<file path="src/rtl/tile_reader_pkg.sv">
// Shared types and constants for the tile FIFO drain path.
package tile_reader_pkg;

   localparam int TILE_ELEMS = 16;
   localparam int DEF_WIDTH  = 16;

   typedef enum logic [1:0] {
      IDLE,
      REQ,
      LOAD,
      STREAM
   } tile_reader_state_t;

   // Tile word at the default element width; parameterised modules size
   // their tiles as TILE_ELEMS*WIDTH instead.
   typedef logic [TILE_ELEMS*DEF_WIDTH-1:0] tile_t;

endpackage

</file>
<file path="src/rtl/tile_prefetch_buf.sv">
// Single-entry tile holding register with a valid bit.
// Only instantiated by tile_reader when TILE_READER_PREFETCH_EN is defined.
module tile_prefetch_buf
   import tile_reader_pkg::*;
#(
   parameter int WIDTH = 16
) (
   input  logic                        clk,
   input  logic                        reset,
   input  logic                        load,
   input  logic                        take,
   input  logic [TILE_ELEMS*WIDTH-1:0] din,
   output logic [TILE_ELEMS*WIDTH-1:0] dout,
   output logic                        valid
);

   always_ff @(posedge clk) begin
      if (!reset) begin
         dout  <= '0;
         valid <= 1'b0;
      end else if (load) begin
         dout  <= din;
         valid <= 1'b1;
      end else if (take) begin
         valid <= 1'b0;
      end
   end

endmodule

</file>
<file path="src/rtl/tile_reader.sv">
// Pops tiles from the tile FIFO and streams them out element by element.
// Define TILE_READER_PREFETCH_EN to add a one-tile prefetch for zero-bubble tiles.
//
// state  | meaning
// IDLE   | no tile held; waits for a non-empty FIFO (or a landed prefetch)
// REQ    | fifo_read pulse
// LOAD   | FIFO read data captured into the tile register
// STREAM | presenting elements 0..15 on the valid/ready port
module tile_reader
   import tile_reader_pkg::*;
#(
   parameter int WIDTH = 16,
   parameter int ELEMS = 16
) (
   input  logic                   clk,
   input  logic                   reset,
   input  logic                   fifo_empty,
   output logic                   fifo_read,
   input  logic [ELEMS*WIDTH-1:0] fifo_out,
   output logic [WIDTH-1:0]       out_data,
   output logic                   out_valid,
   input  logic                   out_ready,
   output logic                   out_last,
   output logic                   busy
);

   localparam logic [3:0] LAST_CNT = 4'(ELEMS - 1);

   tile_reader_state_t     state_q, state_d;
   logic [3:0]             cnt_q, cnt_d;
   logic [ELEMS*WIDTH-1:0] tile_q, tile_d;

   logic                   pf_valid;
   logic                   pf_inflight;
   logic                   pf_read;
   logic                   pf_take;
   logic [ELEMS*WIDTH-1:0] pf_data;

`ifdef TILE_READER_PREFETCH_EN
   logic pf_read_q, pf_pend_q;

   // The pop decision is registered so fifo_read never depends on inputs
   // in the same cycle; only we pop, so fifo_empty cannot rise in between.
   always_ff @(posedge clk) begin
      if (!reset) begin
         pf_read_q <= 1'b0;
         pf_pend_q <= 1'b0;
      end else begin
         pf_read_q <= (state_q == STREAM) && !pf_valid && !pf_read_q
                      && !pf_pend_q && !fifo_empty;
         pf_pend_q <= pf_read_q;
      end
   end

   tile_prefetch_buf #(.WIDTH(WIDTH)) u_pf (
      .clk   (clk),
      .reset (reset),
      .load  (pf_pend_q),
      .take  (pf_take),
      .din   (fifo_out),
      .dout  (pf_data),
      .valid (pf_valid)
   );

   assign pf_inflight = pf_read_q | pf_pend_q;
   assign pf_read     = pf_read_q;
`else
   assign pf_valid    = 1'b0;
   assign pf_inflight = 1'b0;
   assign pf_read     = 1'b0;
   assign pf_data     = '0;
   wire   unused_pf_take = pf_take;
`endif

   always_ff @(posedge clk) begin
      if (!reset) begin
         state_q <= IDLE;
         cnt_q   <= '0;
         tile_q  <= '0;
      end else begin
         state_q <= state_d;
         cnt_q   <= cnt_d;
         tile_q  <= tile_d;
      end
   end

   always_comb begin
      state_d = state_q;
      cnt_d   = cnt_q;
      tile_d  = tile_q;
      pf_take = 1'b0;
      case (state_q)
         IDLE: begin
            // A prefetch still in flight when streaming ended must be used
            // before popping again, otherwise tile order would break.
            if (pf_valid) begin
               tile_d  = pf_data;
               cnt_d   = '0;
               pf_take = 1'b1;
               state_d = STREAM;
            end else if (!pf_inflight && !fifo_empty) begin
               state_d = REQ;
            end
         end
         REQ: begin
            state_d = LOAD;
         end
         LOAD: begin
            tile_d  = fifo_out;
            cnt_d   = '0;
            state_d = STREAM;
         end
         STREAM: begin
            if (out_ready) begin
               cnt_d = cnt_q + 4'd1;
               if (cnt_q == LAST_CNT) begin
                  if (pf_valid) begin
                     tile_d  = pf_data;
                     pf_take = 1'b1;
                  end else begin
                     state_d = IDLE;
                  end
               end
            end
         end
         default: state_d = IDLE;
      endcase
   end

   assign out_valid = (state_q == STREAM);
   assign out_data  = tile_q[cnt_q*WIDTH +: WIDTH];
   assign out_last  = out_valid && (cnt_q == LAST_CNT);
   assign busy      = (state_q != IDLE);
   assign fifo_read = (state_q == REQ) | pf_read;

endmodule

</file>
<file path="config.mk">
export PLATFORM = sky130hd
export DESIGN_NAME = tile_reader
export DESIGN_NICKNAME = d
export VERILOG_FILES = /design/src/rtl/tile_reader_pkg.sv /design/src/rtl/tile_prefetch_buf.sv /design/src/rtl/tile_reader.sv
export SDC_FILE = /design/constraint.sdc
export NUM_CORES = 1
export LEC_CHECK = 0
export BUFFER_PORTS_ARGS = -buffer_cell sky130_fd_sc_hd__buf_4
export CORE_MARGIN = 2
export CORE_UTILIZATION = 35
export CTS_BUF_LIST = sky130_fd_sc_hd__clkbuf_8
export DETAILED_ROUTE_END_ITERATION = 10
export GPL_ROUTABILITY_DRIVEN = 1
export MAX_ROUTING_LAYER = met4
export PLACE_DENSITY_LB_ADDON = 0.15
export SLEW_MARGIN = 0
export SYNTH_ARGS = -nofsm -noshare
export SYNTH_HDL_FRONTEND = slang
export SYNTH_HIERARCHICAL = 1
export SYNTH_SLANG_ARGS = --single-unit
</file>
<file path="constraint.sdc">
create_clock -name clk -period 1.88 [get_ports clk]
set_input_delay 0.188 -clock clk [delete_from_list [all_inputs] [get_ports clk]]
set_output_delay 0.188 -clock clk [all_outputs]
set_load 0.01 [all_outputs]
</file>
==> impl_metrics.ini <==
[global_routing]
first_global_vias = 10020
grt_max_degree = 68
grt_pass1_wl_um = 57950
overflow = 0
grt_use_total_pct = 23.23
grt_antenna_before_repair = 1

[yosys]
synth_edf_count = 0
synth_cell_types = 35
ys_warn_count = 6
synthArstFlopShare_pct = 0
syn_nets = 1355
synthCells = 1089
yosysSeqAreaShare_pct = 45.99
ys_seq_elements = 262
synth.avg_cell_area_um2 = 10.47
netlist_area_um2 = 11400
synth_flop_cell = dfxtp_1

[final_layout]
nets = 1922
final_cell_mix = buf_4, mux2i_1, nor2_1
syn2layout_area_growth_pct = 59.89
fin_util_pct = 56.48
fill_cells = 2755
layout-drive-gt1-share_pct = 29.92
final_common_cell = buf_4

[sta]
final-hold-violation-count = 0
rsz0062_at_grt = yes
finalCritPeriodShare_pct = 128.1
period_needed_ns = 2.408
timing.slew.headroom_pct = 69.50
finalSetupViolCount = 16
max_freq_mhz = 415.3
max_slew.worst_pin.slew_ns = 0.4575
maxSlewViolCount = 0
finClkSkew_ns = 0.01718
setup_ws_ns = -0.5278

[worst_setup_path]
worst-path-buf-inv = 2
critPathTopFamily = multiplexers
critPathKind = reg2out
cp.arrival_ns = 2.22
startpoint_type = flop
cpPeakStageDelay_ns = 0.55
critPathCaptureType = output pin
critPathRequiredTime_ns = 1.69
path_cells = buf_6 -> mux4_2 -> o211ai_1 -> o21ai_2 -> buf_4
slowest_stage = mux4_2
cp_max_fo = 6
r2r_slack_ns = 0.19

[placed_design]
hpwl_um = 27620
io_buffers = 279
place_congestion = 0.8451

[cts]
clockBufferDepth = 3
clkTransAtPathRegs_ns = 0.06
htreeDepth = 2
clock_latency_ns = 0.56
cts_tree = yes
cts_buffers = 46
clkSinkCount = 262
cts-root-buf = clkbuf_8

[drt]
final_antenna_net_count = 0
drtPass1Iterations = 5
num_vias = 10080
avgRoutedWirePerCell_um = 18.43
wirelength_um = 39270
drc_errors = 0
vias_per_cell = 4.729
initialDrtViolationCount = 566

[floorplan]
io_pins = 280
die_x_um = 184.5
start_util_pct = 35.32
dieArea_um2 = 34040
design.core.area_um2 = 32290
rows = 66
dieHeight_um = 184.5

[worst_hold_path]
min_path_type = in2reg

[pwr]
vdd.ir_drop.worst_v = 0.0005307
leakagePower_nw = 7.164
finalPower_mw = 17.81
powerDensity_nw_per_um2 = 976.9

[status]
violations = negative setup slack
status = finished with violations

[run]
max_cap_viol_count = 0
timing repair:
| action | CTS | global route |
|---|---|---|
| setup buffers | 7 | 9 |
| resized for setup | 30 | 32 |
| endpoints found under the setup margin | 17 | 19 |
| hold endpoints to repair | 258 | 0 |
| hold buffers | 257 | 0 |
| cloned | 2 | 0 |
| pin swaps | 10 | 8 |
report_power, final:
part	total [mW]	switching [mW]	internal (mW)
combinational	5.19	2.35	2.84
clock	5.27	2.34	2.93
sequential	7.35	0.707	6.65
total	17.8	5.39	12.4
cell type report:
type	count	area (um2)	share of cell area (%)
multi-input combinational	734	5911	32.41
timing repair buffer	605	5554	30.46
sequential	262	5256	28.83
clock buffer	59	812.0	4.453
tap	442	553.0	3.033
clock inverter	21	112.6	0.6175
inverter	7	33.78	0.1853
antenna	1	2.502	0.01372
registers in the layout (all words and copies together), names as in the netlist:
name	count
cnt_q	4
tile_q	256
state_q	2
cell families (layout without fill, tap and decap cells):
kind of cell | Yosys count | in the layout | share of synthesized area (%)
mux | 353 | 353 | 35.15
simple gates | 291 | 291 | 9.808
flops | 262 | 262 | 45.99
buf+inv | 93 | 692 | 4.059
compound gates | 84 | 84 | 4.334
fa+ha+maj | 6 | 6 | 0.6582
other cells | 0 | 1 | 0
synth_stat cells (2+ instances only):
| cell | n | share of area, % |
|---|---|---|
| o22ai_1 | 14 | 0.77 |
| mux2_2 | 28 | 2.8 |
| a21oi_1 | 17 | 0.75 |
| a211oi_1 | 2 | 0.13 |
| mux2i_1 | 291 | 26 |
| nand4_1 | 2 | 0.11 |
| o211ai_1 | 14 | 0.92 |
| o21ai_0 | 16 | 0.70 |
| o21ai_1 | 16 | 0.70 |
| inv_1 | 5 | 0.16 |
| buf_2 | 38 | 1.7 |
| mux4_1 | 4 | 0.92 |
| nand2_1 | 18 | 0.59 |
| dfxtp_1 | 262 | 46 |
| nor2_1 | 264 | 8.7 |
| ha_1 | 6 | 0.66 |
| buf_1 | 2 | 0.066 |
| mux4_2 | 30 | 5.9 |
| o2111ai_1 | 2 | 0.15 |
| nand3_1 | 2 | 0.088 |
| buf_6 | 5 | 0.49 |
| clkbuf_1 | 36 | 1.2 |
| buf_4 | 3 | 0.20 |
routing by layer:
| metal | wire [um] | GRT usage (%) |
|---|---|---|
| met1 | 18260 | 31.24 |
| met2 | 17710 | 35.74 |
| met5 | 0 | - |
| met3 | 2204 | 3.715 |
| met4 | 1097 | 7.520 |
worst min-delay path: stages:
cell and delay, ns:
buf_4 0.08, a22oi_1 0.12, nor2_1 0.11, a211oi_1 0.05
per-stage QoR:
step | std cells | instance area [um2] | TNS, ns | hold WS (ns) | setup slack [ns]
floorplan | 1089 | 11400 | 0 | 0.3348 | 0.3248
global placement | 1778 | 14300 | -0.02549 | 0.4203 | -0.02549
detailed placement | 1778 | 14300 | -0.2220 | 0.4288 | -0.06121
CTS | 2122 | 18040 | -8.913 | 0.006976 | -0.5874
global route | 2131 | 18240 | -9.121 | 0.03955 | -0.6084
finish | 2131 | 18240 | -7.578 | 0.04845 | -0.5278
final timing paths:
| path | start | to | depth (start not counted) |
|---|---|---|---|
| worst max-delay path | cnt_q[0]$_SDFFE_PN0P_ | out_data[10] | 5 |
| worst min-delay path | fifo_empty | state_q[0]$_SDFFE_PN0P_ | 4 |
| worst max register to register | cnt_q[0]$_SDFFE_PN0P_ | state_q[1]$_SDFFE_PN0P_ | 7 |
| worst min register to register | tile_q[158]$_SDFFE_PN0P_ | tile_q[158]$_SDFFE_PN0P_ | 2 |
Note: power is estimated with default switching activity, not from simulation.
